==> config.mk <==
export PLATFORM = sky130hd
export DESIGN_NAME = ids_chebyshev_sequencer
export DESIGN_NICKNAME = d
export VERILOG_FILES = /design/src/rtl/ids_chebyshev_sequencer.sv
export SDC_FILE = /design/constraint.sdc
export NUM_CORES = 1
export LEC_CHECK = 0
export CAP_MARGIN = 10
export CORE_MARGIN = 3
export CORE_UTILIZATION = 25
export DETAILED_ROUTE_END_ITERATION = 16
export SLEW_MARGIN = 10
export SYNTH_ARGS = -nofsm -noshare
export SYNTH_HDL_FRONTEND = slang
export SYNTH_SLANG_ARGS = --single-unit
==> constraint.sdc <==
create_clock -name clock -period 4.3 [get_ports clock]
set_clock_uncertainty 0.05 [all_clocks]
set_input_delay 1.29 -clock clock [delete_from_list [all_inputs] [get_ports clock]]
set_output_delay 1.29 -clock clock [all_outputs]
set_load 0.005 [all_outputs]
==> src/rtl/ids_chebyshev_sequencer.sv <==
// Horner-order polynomial evaluation sequencer driving an external
// multiply-accumulate datapath.
//
// Ports:
//   clock, resetn            rising-edge clock, async active-low reset
//   in_valid/in_ready/in_data    operand x handshake
//   out_valid/out_ready/out_data polynomial result handshake
//   cfg_we/cfg_addr/cfg_wdata    coefficient c[k] / degree register write
//   cfg_err                      one-cycle pulse when a write is rejected
//   dp_x, dp_seed, dp_coeff      datapath operands (x, c[N], c[k])
//   dp_first, dp_issue           step control pulses to the datapath
//   dp_result                    datapath result, valid PIPE_LAT cycles
//                                after dp_issue
module ids_chebyshev_sequencer #(
    parameter int WORD_LENGTH  = 16,
    parameter int COEFF_LENGTH = 16,
    parameter int DEGREE_MAX   = 3,
    parameter int PIPE_LAT     = 2
) (
    input  logic                             clock,
    input  logic                             resetn,
    input  logic                             in_valid,
    output logic                             in_ready,
    input  logic [WORD_LENGTH-1:0]           in_data,
    output logic                             out_valid,
    input  logic                             out_ready,
    output logic [WORD_LENGTH-1:0]           out_data,
    input  logic                             cfg_we,
    input  logic [$clog2(DEGREE_MAX+2)-1:0]  cfg_addr,
    input  logic [COEFF_LENGTH-1:0]          cfg_wdata,
    output logic                             cfg_err,
    output logic [WORD_LENGTH-1:0]           dp_x,
    output logic [COEFF_LENGTH-1:0]          dp_seed,
    output logic [COEFF_LENGTH-1:0]          dp_coeff,
    output logic                             dp_first,
    output logic                             dp_issue,
    input  logic [WORD_LENGTH-1:0]           dp_result
);

    localparam int ADDR_W = $clog2(DEGREE_MAX + 2);
    localparam int DEG_W  = (DEGREE_MAX > 0) ? $clog2(DEGREE_MAX + 1) : 1;
    localparam int CNT_W  = $clog2(PIPE_LAT + 1);

    localparam logic [ADDR_W-1:0]       DEG_ADDR  = ADDR_W'(DEGREE_MAX + 1);
    localparam logic [COEFF_LENGTH-1:0] DEG_LIMIT = COEFF_LENGTH'(DEGREE_MAX);

    typedef enum logic [1:0] {IDLE, ISSUE, WAIT, DONE} state_t;

    state_t                  state;
    logic [COEFF_LENGTH-1:0] coeff [DEGREE_MAX+1];
    logic [DEG_W-1:0]        degree;
    logic [DEG_W-1:0]        k;
    logic [CNT_W-1:0]        cnt;

    logic                    idle;
    logic                    cfg_ok_coeff;
    logic                    cfg_ok_deg;
    logic                    cfg_bad;
    logic [DEG_W-1:0]        deg_new;
    logic [DEG_W-1:0]        k_first;
    logic [DEG_W-1:0]        k_dn;
    logic [COEFF_LENGTH-1:0] c_new [DEGREE_MAX+1];

    assign idle         = (state == IDLE);
    assign cfg_ok_coeff = cfg_we && idle && (cfg_addr < DEG_ADDR);
    assign cfg_ok_deg   = cfg_we && idle && (cfg_addr == DEG_ADDR)
                          && (cfg_wdata <= DEG_LIMIT);
    assign cfg_bad      = cfg_we && !(cfg_ok_coeff || cfg_ok_deg);

    // Register-file view with this cycle's write forwarded, so a write and
    // an accept on the same edge evaluate with the new value.
    assign deg_new = cfg_ok_deg ? cfg_wdata[DEG_W-1:0] : degree;
    assign k_first = deg_new - DEG_W'(1);
    assign k_dn    = k - DEG_W'(1);

    always_comb begin
        for (int i = 0; i <= DEGREE_MAX; i++) begin
            c_new[i] = coeff[i];
            if (cfg_ok_coeff && (cfg_addr == ADDR_W'(i))) begin
                c_new[i] = cfg_wdata;
            end
        end
    end

    always_ff @(posedge clock or negedge resetn) begin
        if (!resetn) begin
            state     <= IDLE;
            in_ready  <= 1'b0;
            out_valid <= 1'b0;
            out_data  <= '0;
            cfg_err   <= 1'b0;
            dp_x      <= '0;
            dp_seed   <= '0;
            dp_coeff  <= '0;
            dp_first  <= 1'b0;
            dp_issue  <= 1'b0;
            degree    <= DEG_W'(DEGREE_MAX);
            k         <= '0;
            cnt       <= '0;
            for (int i = 0; i <= DEGREE_MAX; i++) begin
                coeff[i] <= '0;
            end
        end else begin
            cfg_err  <= cfg_bad;
            dp_issue <= 1'b0;
            dp_first <= 1'b0;
            degree   <= deg_new;
            for (int i = 0; i <= DEGREE_MAX; i++) begin
                coeff[i] <= c_new[i];
            end

            unique case (state)
                IDLE: begin
                    in_ready <= 1'b1;
                    if (in_valid && in_ready) begin
                        in_ready <= 1'b0;
                        dp_x     <= in_data;
                        dp_seed  <= c_new[deg_new];
                        k        <= k_first;
                        if (deg_new != '0) begin
                            dp_issue <= 1'b1;
                            dp_first <= 1'b1;
                            dp_coeff <= c_new[k_first];
                            state    <= ISSUE;
                        end else begin
                            out_data  <= c_new[0][WORD_LENGTH-1:0];
                            out_valid <= 1'b1;
                            state     <= DONE;
                        end
                    end
                end
                ISSUE: begin
                    cnt   <= CNT_W'(PIPE_LAT);
                    state <= WAIT;
                end
                WAIT: begin
                    // Result is sampled on the edge where the count expires.
                    if (cnt == CNT_W'(1)) begin
                        if (k == '0) begin
                            out_data  <= dp_result;
                            out_valid <= 1'b1;
                            state     <= DONE;
                        end else begin
                            k        <= k_dn;
                            dp_coeff <= coeff[k_dn];
                            dp_issue <= 1'b1;
                            state    <= ISSUE;
                        end
                    end else begin
                        cnt <= cnt - CNT_W'(1);
                    end
                end
                DONE: begin
                    if (out_ready) begin
                        out_valid <= 1'b0;
                        in_ready  <= 1'b1;
                        state     <= IDLE;
                    end
                end
            endcase
        end
    end

endmodule

==> metrics.cfg, run 1 <==
[timing]
period_share_pct = 89.4
hold_viol_final = 0
period_minus_slack_ns = 3.84
whs_ns = 0.421
slew-limit-headroom_pct = 52.6
fmax_ghz = 0.260
setup_violations = 0
slew_viol_final = 0
rsz0062_at_grt = false
tightest_slew_ns = 0.711
tns_ns = 0

[power]
p_int_mw = 4.48
p_sw_share_pct = 33.3
ir_drop_mv = 0.359
power_mw = 6.71
clockPowerShare_pct = 26.0
pwr-share-seq_pct = 32.9
p_sw_mw = 2.24
power_density_nw_per_um2 = 680
p_leak_nw = 4.81
comb_power_share_pct = 41.2

[synthesis]
synth-seq-cells = 141
synth-main-ff-cell = dfrtp_1
seq_area_frac_synth_pct = 49.3
synth_area_um2 = 7160
avgSynthCellArea_um2 = 10.7
netlist_instances = 670
async_flop_share_pct = 100
synth_edf_count = 0
synthesis.nets = 729
yosysWarnings = 0
synth_cell_types = 52

[floorplanning]
rows = 61
io_pins = 125
die-area_um2 = 30700
die_y_um = 175
fp.dieW_um = 175
core_area_um2 = 28000
initial_core_util_pct = 25.6

[job]
drv_cap = 0

[global_routing]
gr-total-overflow = 0
grt_pass1_wl_um = 37200
grt_max_degree = 87
antenna_found_initial = 0
grt_pass1_vias = 6168
grt_usage_pct = 15.9

[clock_network]
cts.clk_slew.worst_paths_ns = 0.06
hold_buffers = 0
cts_resized = 0
worst_skew_pair.late_latency_ns = 0.42
cts_buffer_depth = 2
cts_setup_buffers = 0
clock-sinks = 141
cts_tree = built
numCtsBuffers = 17
root_buffer = clkbuf_16
htreeDepth = 4

[run_status]
status = completed

[setup_path]
path_cells = clkdlybuf4s50_1 > nor4_2 > and3_1 > and3_1 > nor2_4 > ha_1 > buf_4 > nand2_1 > buf_12 > nor3_1 > o41ai_1
r2r_cells = 10
cp-end-kind = flop
path_max_fanout = 10
crit_required_ns = 4.56
rrSetupSlack_ns = 1.25
crit_arrival_ns = 4.10
criticalPathCategory = input pin to flop
slowest_delay_ns = 0.52
cp_slowest_cell = clkdlybuf4s50_1
critical_path.startpoint_type = input pin
cpMostUsedCell = and3_1

[cells_and_area]
drive_above_1_share_pct = 18.7
diodes = 0
finalNonFillerCells = 1222
final_common_cell = dfrtp_1
areaGrowthSynthToFinish_pct = 37.9
final_nets = 892
mostFrequentLayoutCells = dfrtp_1 (139), clkdlybuf4s50_1 (123), nand2_1 (83)

[routing]
wirelength_um = 24300
drc = 0
drt-initial-drc-count = 507
vias = 6016
wire_per_inst_um = 19.8
ant_nets = 0
dr.pass1.iters = 5
via_per_inst = 4.92

[placed_design]
io_buffers = 124
dp_cells = 1192
gp_congestion = 0.850
dp_hpwl_um = 17100

[min_path]
holdPathStages = 2
min-delay-path-class = flop to flop

## metal layers
metal,routed length [um],global-route usage (%)
met1,10900,22.0
met2,10900,24.2
met3,1820,3.80
met4,565,6.25
met5,0,0
## cells in the mapped netlist (2+ instances only)
library cell	number	area, um2
dfstp_2	2	52.6
a21oi_1	8	40.0
nor2_1	22	82.6
o311a_1	4	40.0
a211oi_1	12	90.1
o211ai_1	33	248
mux2_2	23	259
nor3_1	19	95.1
ha_1	3	37.5
a31oi_1	4	25.0
mux2i_1	56	561
inv_1	65	244
a21boi_0	2	15.0
buf_1	2	7.51
nand2b_1	4	25.0
nand2_2	2	12.5
o41ai_1	4	35.0
buf_2	10	50.1
mux4_2	24	541
nand2_1	83	312
dfrtp_1	139	3480
and3_1	8	50.1
nand3_1	19	95.1
o221ai_1	4	35.0
a2bb2oi_1	10	87.6
nand3b_1	2	15.0
buf_4	3	22.5
nor4_2	3	37.5
o22ai_1	7	43.8
nor2b_1	2	12.5
o21ai_0	39	195
clkbuf_1	26	97.6
nand4_1	4	25.0
a221o_1	4	40.0
## worst paths after layout
kind                                                 to                  from
worst max-delay path            dp_coeff[3]$_DFFE_PN0P_          cfg_wdata[4]
worst min-delay path               dp_x[15]$_DFFE_PN0P_  dp_x[15]$_DFFE_PN0P_
worst max register to register  dp_coeff[3]$_DFFE_PN0P_  state[1]$_DFFE_PN0P_
worst min register to register     dp_x[15]$_DFFE_PN0P_  dp_x[15]$_DFFE_PN0P_
max in group asynchronous           degree[0]$_DFF_PN1_                resetn
min in group asynchronous        dp_seed[9]$_DFFE_PN0P_                resetn
## cell families (layout without fill, tap and decap cells)
family	Yosys count	count (layout)	synth area share, %
AND/OR/NAND/NOR	175	175	11.7
flip-flops	141	141	49.3
adder cells (fa/ha/maj)	3	3	0.524
buffers and inverters	111	285	6.30
multiplexers	103	103	19.0
AO/OA/AOI/OAI	137	137	13.2
## registers in the layout, indices dropped and copies added, names as in the netlist
register,cells
dp_seed,16
in_ready,1
dp_first,1
out_data,16
coeff,64
dp_issue,1
k,2
state,2
out_valid,1
degree,2
dp_x,16
dp_coeff,16
cfg_err,1
cnt,2
## worst max-delay path, delay by kind of cell
kind                       cells  cell delay, ns
AOI/OAI and AO/OA              1            0.32
buffers and inverters          3            0.89
adders and majority gates      1            0.31
and+or+nand+nor                6            1.30
## power groups by stage
| stage | Combinational [mW] | Clock, mW | Sequential (mW) |
|---|---|---|---|
| floorplan | 1.51 | 0 | 2.15 |
| global placement | 2.75 | 0 | 2.21 |
| detailed placement | 2.77 | 0 | 2.22 |
| CTS | 2.78 | 1.78 | 2.21 |
| global route | 3.02 | 1.83 | 2.27 |
| finish | 2.77 | 1.74 | 2.21 |
## metrics by stage
step	utilization, %	area, um2	worst slack, ns
after floorplan	-	7160	0.340
after global placement	32.8	9190	0.102
after detailed placement	32.8	9190	0.0559
after CTS	35.3	9880	0.484
after global routing	35.3	9880	0.292
final	35.3	9880	0.456
## area by class of cell
cell class,instances,area (um2)
clock buffer,19,453
clock inverter,11,238
fill,2775,18100
inverter,68,258
multi-input combinational,418,3190
sequential,141,3530
tap,378,473
timing repair buffer,187,1740
(Power assumes the default switching activity.)
==> run 2: changes to the inputs <==
- CORE_ASPECT_RATIO: unset -> 0.8
- CTS_CLUSTER_DIAMETER: unset -> 200
==> run 2 against run 1 <==
Net effect: critical path depth increased by 1; combinational power increased by 3%; clock-buffer cell count increased by 3; final cell count decreased by 0.33%; first-iteration DRC count increased by 4.1%; highest routed layer is now met5; non-clock buffer count increased by 8; hold slack improved by 0.0021 ns; utilization increased by 0.35 points; worst setup slack improved by 0.035 ns; die area about the same; largest cell class unchanged; fmax increased by 0.93%.
==> metrics.cfg, run 2 (synthesis gave the netlist of run 1 again) <==
[cells_and_area]
multi_input_area_um2 = 3190
drive_above_1_share_pct = 19.4
top_register = coeff
diodes = 0
regArea_um2 = 3530
mostFrequentLayoutCells = dfrtp_1 (139), clkdlybuf4s50_1 (123), nand2_1 (83)
final_common_cell = dfrtp_1
largest_reg_flops = 64
final_core_util_pct = 35.6
areaGrowthSynthToFinish_pct = 37.7
n_fill_cell = 2783
final_nets = 900

[power]
pwr-share-seq_pct = 33.3
p_leak_nw = 4.81
ir_drop_mv = 0.279
p_sw_mw = 2.29
power_density_nw_per_um2 = 667
p_int_mw = 4.30
comb_power_share_pct = 43.1
p_sw_share_pct = 34.7
clockPowerShare_pct = 23.6

[timing]
rsz0062_at_grt = false
hold_viol_final = 0
period_share_pct = 88.6
tns_ns = 0
slew-limit-headroom_pct = 50.2
fmax_ghz = 0.263
slew_viol_final = 0
setup_violations = 0
tightest_slew_ns = 0.747
period_minus_slack_ns = 3.81

[placed_design]
gp_congestion = 0.821
io_buffers = 124
dp_hpwl_um = 17300

[setup_path]
path_max_fanout = 6
crit_arrival_ns = 4.07
critical_path.startpoint_type = input pin
crit_required_ns = 4.57
cp-end-kind = flop
criticalPathCategory = input pin to flop

[global_routing]
grt_usage_pct = 16.4
grt_pass1_wl_um = 38500
grt_max_degree = 65
antenna_found_initial = 1
grt_pass1_vias = 6315
gr-total-overflow = 0

[floorplanning]
core_area_um2 = 27700
die_y_um = 157
fp.dieW_um = 195
io_pins = 125
initial_core_util_pct = 25.9
die-area_um2 = 30700
rows = 54

[routing]
dr.pass1.iters = 7
via_per_inst = 4.96
vias = 6045
wirelength_um = 24700
wire_per_inst_um = 20.3
ant_nets = 0
drt-initial-drc-count = 528
drc = 0

[run_status]
status = completed

[clock_network]
numCtsBuffers = 17
cts_tree = built
cts_resized = 0
cts_buffer_depth = 2
clock-sinks = 141
hold_buffers = 0
cts_setup_buffers = 0
cts.clk_slew.worst_paths_ns = 0.06
htreeDepth = 4
root_buffer = clkbuf_16
worst_skew_pair.late_latency_ns = 0.43

[job]
drv_cap = 0

[min_path]
min-delay-path-class = flop to flop

-- run 2: metal layers --
metal	part of all wire, %	vias up	wire [um]	track usage (%)
met5	0.053	-	13	0
met1	46	2953	11400	23.0
met4	1.8	2	438	4.85
li1	-	2762	-	-
met2	44	283	10800	24.7
met3	8.2	45	2030	4.75
-- run 2: power by group through the flow --
stage | clock network, mW | registers, mW | logic [mW]
CTS | 1.58 | 2.20 | 2.85
global placement | 0 | 2.20 | 2.80
finish | 1.55 | 2.19 | 2.84
floorplan | 0 | 2.15 | 1.51
global route | 1.64 | 2.27 | 3.11
detailed placement | 0 | 2.21 | 2.83
-- run 2: stage by stage --
step	instances	total power, mW	hold slack, ns	area [um2]	worst slack [ns]
detailed placement	1186	5.04	0.411	9260	0.0567
CTS	1218	6.62	0.427	9870	0.482
finish	1218	6.58	0.423	9870	0.491
global placement	1186	5.00	0.406	9260	0.0925
floorplan	670	3.66	0.417	7160	0.340
global route	1218	7.01	0.437	9870	0.281
-- run 2: path summary, 6_finish.rpt --
| path | startpoint | to | slack, ns | depth (start not counted) |
|---|---|---|---|---|
| setup / recovery | cfg_wdata[10] | dp_coeff[5]$_DFFE_PN0P_ | 0.49 | 12 |
| min in group asynchronous | resetn | out_data[9]$_DFFE_PN0P_ | 0.80 | 1 |
| hold reg to reg | dp_x[0]$_DFFE_PN0P_ | dp_x[0]$_DFFE_PN0P_ | 0.42 | 2 |
| max in group asynchronous | resetn | degree[0]$_DFF_PN1_ | 2.62 | 2 |
| hold / removal | dp_x[0]$_DFFE_PN0P_ | dp_x[0]$_DFFE_PN0P_ | 0.42 | 2 |
| setup reg to reg | state[1]$_DFFE_PN0P_ | dp_coeff[5]$_DFFE_PN0P_ | 1.52 | 10 |
-- run 2: critical path: stages --
cell,delay [ns]
clkdlybuf4s50_1,0.48
nor4_2,0.29
buf_4,0.16
and3_1,0.28
and3_1,0.26
nor2_4,0.05
ha_1,0.31
buf_4,0.16
nand2_1,0.21
buf_4,0.21
nor3_1,0.06
o41ai_1,0.32
-- run 2: cell type report --
| type | instances | area share, % |
|---|---|---|
| Tap cell | 364 | 4.62 |
| Multi-Input combinational cell | 418 | 32.3 |
| Clock buffer | 22 | 4.81 |
| Sequential cell | 141 | 35.8 |
| Inverter | 68 | 2.61 |
| Timing Repair Buffer | 195 | 18.5 |
| Clock inverter | 10 | 1.39 |
==> run 3: changes to the inputs <==
- CORE_UTILIZATION: 25 -> 55
- PLACE_DENSITY: unset -> 0.83
- clock period: 4.3 -> 4.8 ns (I/O delays scaled with it)
==> run 3 against run 2 <==
Net effect: via count rose by 3.4%; sequential power fell by 8%; combinational power fell by 15%; worst setup slack improved by 0.028 ns; sequential share of layout area rose by 2.7 points; wire length fell by 10%; total power fell by 15%; clock power fell by 24%; global-route usage rose by 16 points; clock-buffer cell count rose by 8; final cell count fell by 19%; die area fell by 53%.
==> metrics.cfg, run 3 (synthesis gave the netlist of run 1 again) <==
[routing]
dr.pass1.iters = 7
wirelength_um = 22200
vias = 6249
wire_per_inst_um = 22.6
drc = 0
ant_nets = 0
via_per_inst = 6.36
drt-initial-drc-count = 735

[cells_and_area]
largest_reg_flops = 64
final_common_cell = dfrtp_1
n_fill_cell = 864
areaGrowthSynthToFinish_pct = 28.1
mostFrequentLayoutCells = dfrtp_1 (139), clkdlybuf4s50_1 (123), nand2_1 (83)
regArea_um2 = 3530
top_register = coeff
multi_input_area_um2 = 3190
diodes = 0
final_core_util_pct = 73.8
final_nets = 858
drive_above_1_share_pct = 14.3

[global_routing]
grt_max_degree = 87
antenna_found_initial = 0
grt_pass1_vias = 6626
gr-total-overflow = 0
grt_pass1_wl_um = 35400
grt_usage_pct = 32.2

[power]
pwr-share-seq_pct = 35.9
p_leak_nw = 4.55
power_density_nw_per_um2 = 611
clockPowerShare_pct = 21.0
power_mw = 5.61
comb_power_share_pct = 43.1
p_int_mw = 3.64
ir_drop_mv = 0.353
p_sw_mw = 1.97
p_sw_share_pct = 35.2

[clock_network]
htreeDepth = 4
clock-sinks = 141
hold_buffers = 0
cts_resized = 0
root_buffer = clkbuf_16
cts_setup_buffers = 0
cts.clk_slew.worst_paths_ns = 0.06
worst_skew_pair.late_latency_ns = 0.43
numCtsBuffers = 17
cts_buffer_depth = 2
cts_tree = built

[timing]
tightest_slew_ns = 0.871
rsz0062_at_grt = false
setup_violations = 0
fmax_ghz = 0.234
slew-limit-headroom_pct = 41.9
hold_viol_final = 0
slew_viol_final = 0
setup_slack_ns = 0.519
whs_ns = 0.421
tns_ns = 0
period_minus_slack_ns = 4.28
period_share_pct = 89.2

[floorplanning]
core_area_um2 = 12400
fp.dieW_um = 134
die-area_um2 = 14400
die_y_um = 108
io_pins = 125
rows = 36
initial_core_util_pct = 57.6

[setup_path]
cp_slowest_cell = clkdlybuf4s50_1
crit_required_ns = 5.10
cp-end-kind = flop
criticalPathCategory = input pin to flop
path_cells = clkdlybuf4s50_1 > nor4_2 > and3_1 > nand3_4 > nand2_2 > inv_2 > ha_1 > buf_4 > nand2_1 > o311a_1 > a31oi_1
crit_arrival_ns = 4.58
path_max_fanout = 12
slowest_delay_ns = 0.53
critical_path.startpoint_type = input pin

[placed_design]
gp_congestion = 0.949
io_buffers = 124
place_ws_ns = 0.222
dp_hpwl_um = 15000

[job]
drv_cap = 0

[min_path]
min-delay-path-class = flop to flop

[run_status]
status = completed

run 3: cell types whose count changed in the layout (fill, tap and decap cells not counted), sizes merged:
cell      previous run  this run
clkbuf              22        30
bufinv               3         0
buf                 72        30
clkinv               6         3
clkinvlp             2         0
run 3: critical path: cells and delay by family:
family / cells / cell delay [ns]
compound gates: 2 / 0.56
fa+ha+maj: 1 / 0.28
buf+inv: 3 / 0.79
simple gates: 5 / 1.51
run 3: final timing paths:
check                                     start                        to  slack [ns]  cells after the start
setup / recovery                  cfg_wdata[13]  dp_coeff[10]$_DFFE_PN0P_        0.52                     11
hold / removal              dp_x[9]$_DFFE_PN0P_       dp_x[9]$_DFFE_PN0P_        0.42                      2
setup reg to reg           state[1]$_DFFE_PN0P_  dp_coeff[10]$_DFFE_PN0P_        1.58                     10
hold reg to reg             dp_x[9]$_DFFE_PN0P_       dp_x[9]$_DFFE_PN0P_        0.42                      2
max in group asynchronous                resetn       degree[0]$_DFF_PN1_        2.85                      2
min in group asynchronous                resetn       coeff[28]$_DFF_PN0_        1.02                      1
run 3: area by class of cell:
type / instances / area share (%)
clock inverters: 2 / 0.109
repair buffers: 153 / 16.0
well taps: 171 / 2.33
flip-flops and latches: 141 / 38.5
multi-input cells: 418 / 34.7
inverters: 68 / 2.81
clock buffers: 30 / 5.49
run 3: stage by stage:
stage / std cells / instance area, um2
6_report: 983 / 9180
5_1_grt: 983 / 9180
4_1_cts: 983 / 9180
3_5_place_dp: 951 / 8660
3_3_place_gp: 951 / 8660
2_1_floorplan: 670 / 7160
run 3: per-layer routing:
layer / vias up / GRT usage, % / share of wire, %
met3: 68 / 9.77 / 9.9
met2: 402 / 52.1 / 48
met5: - / 0 / 0
li1: 2654 / - / -
met4: 0 / 12.6 / 3.0
met1: 3125 / 41.2 / 39
run 3: power by group through the flow:
stage                     Combinational (mW)  Sequential [mW]  Clock, mW
final                                   2.42             2.01       1.18
after global routing                    2.62             2.07       1.25
after CTS                               2.41             2.00       1.18
after detailed placement                2.39             2.01          0
after global placement                  2.29             1.98          0
after floorplan                         1.35             1.93          0
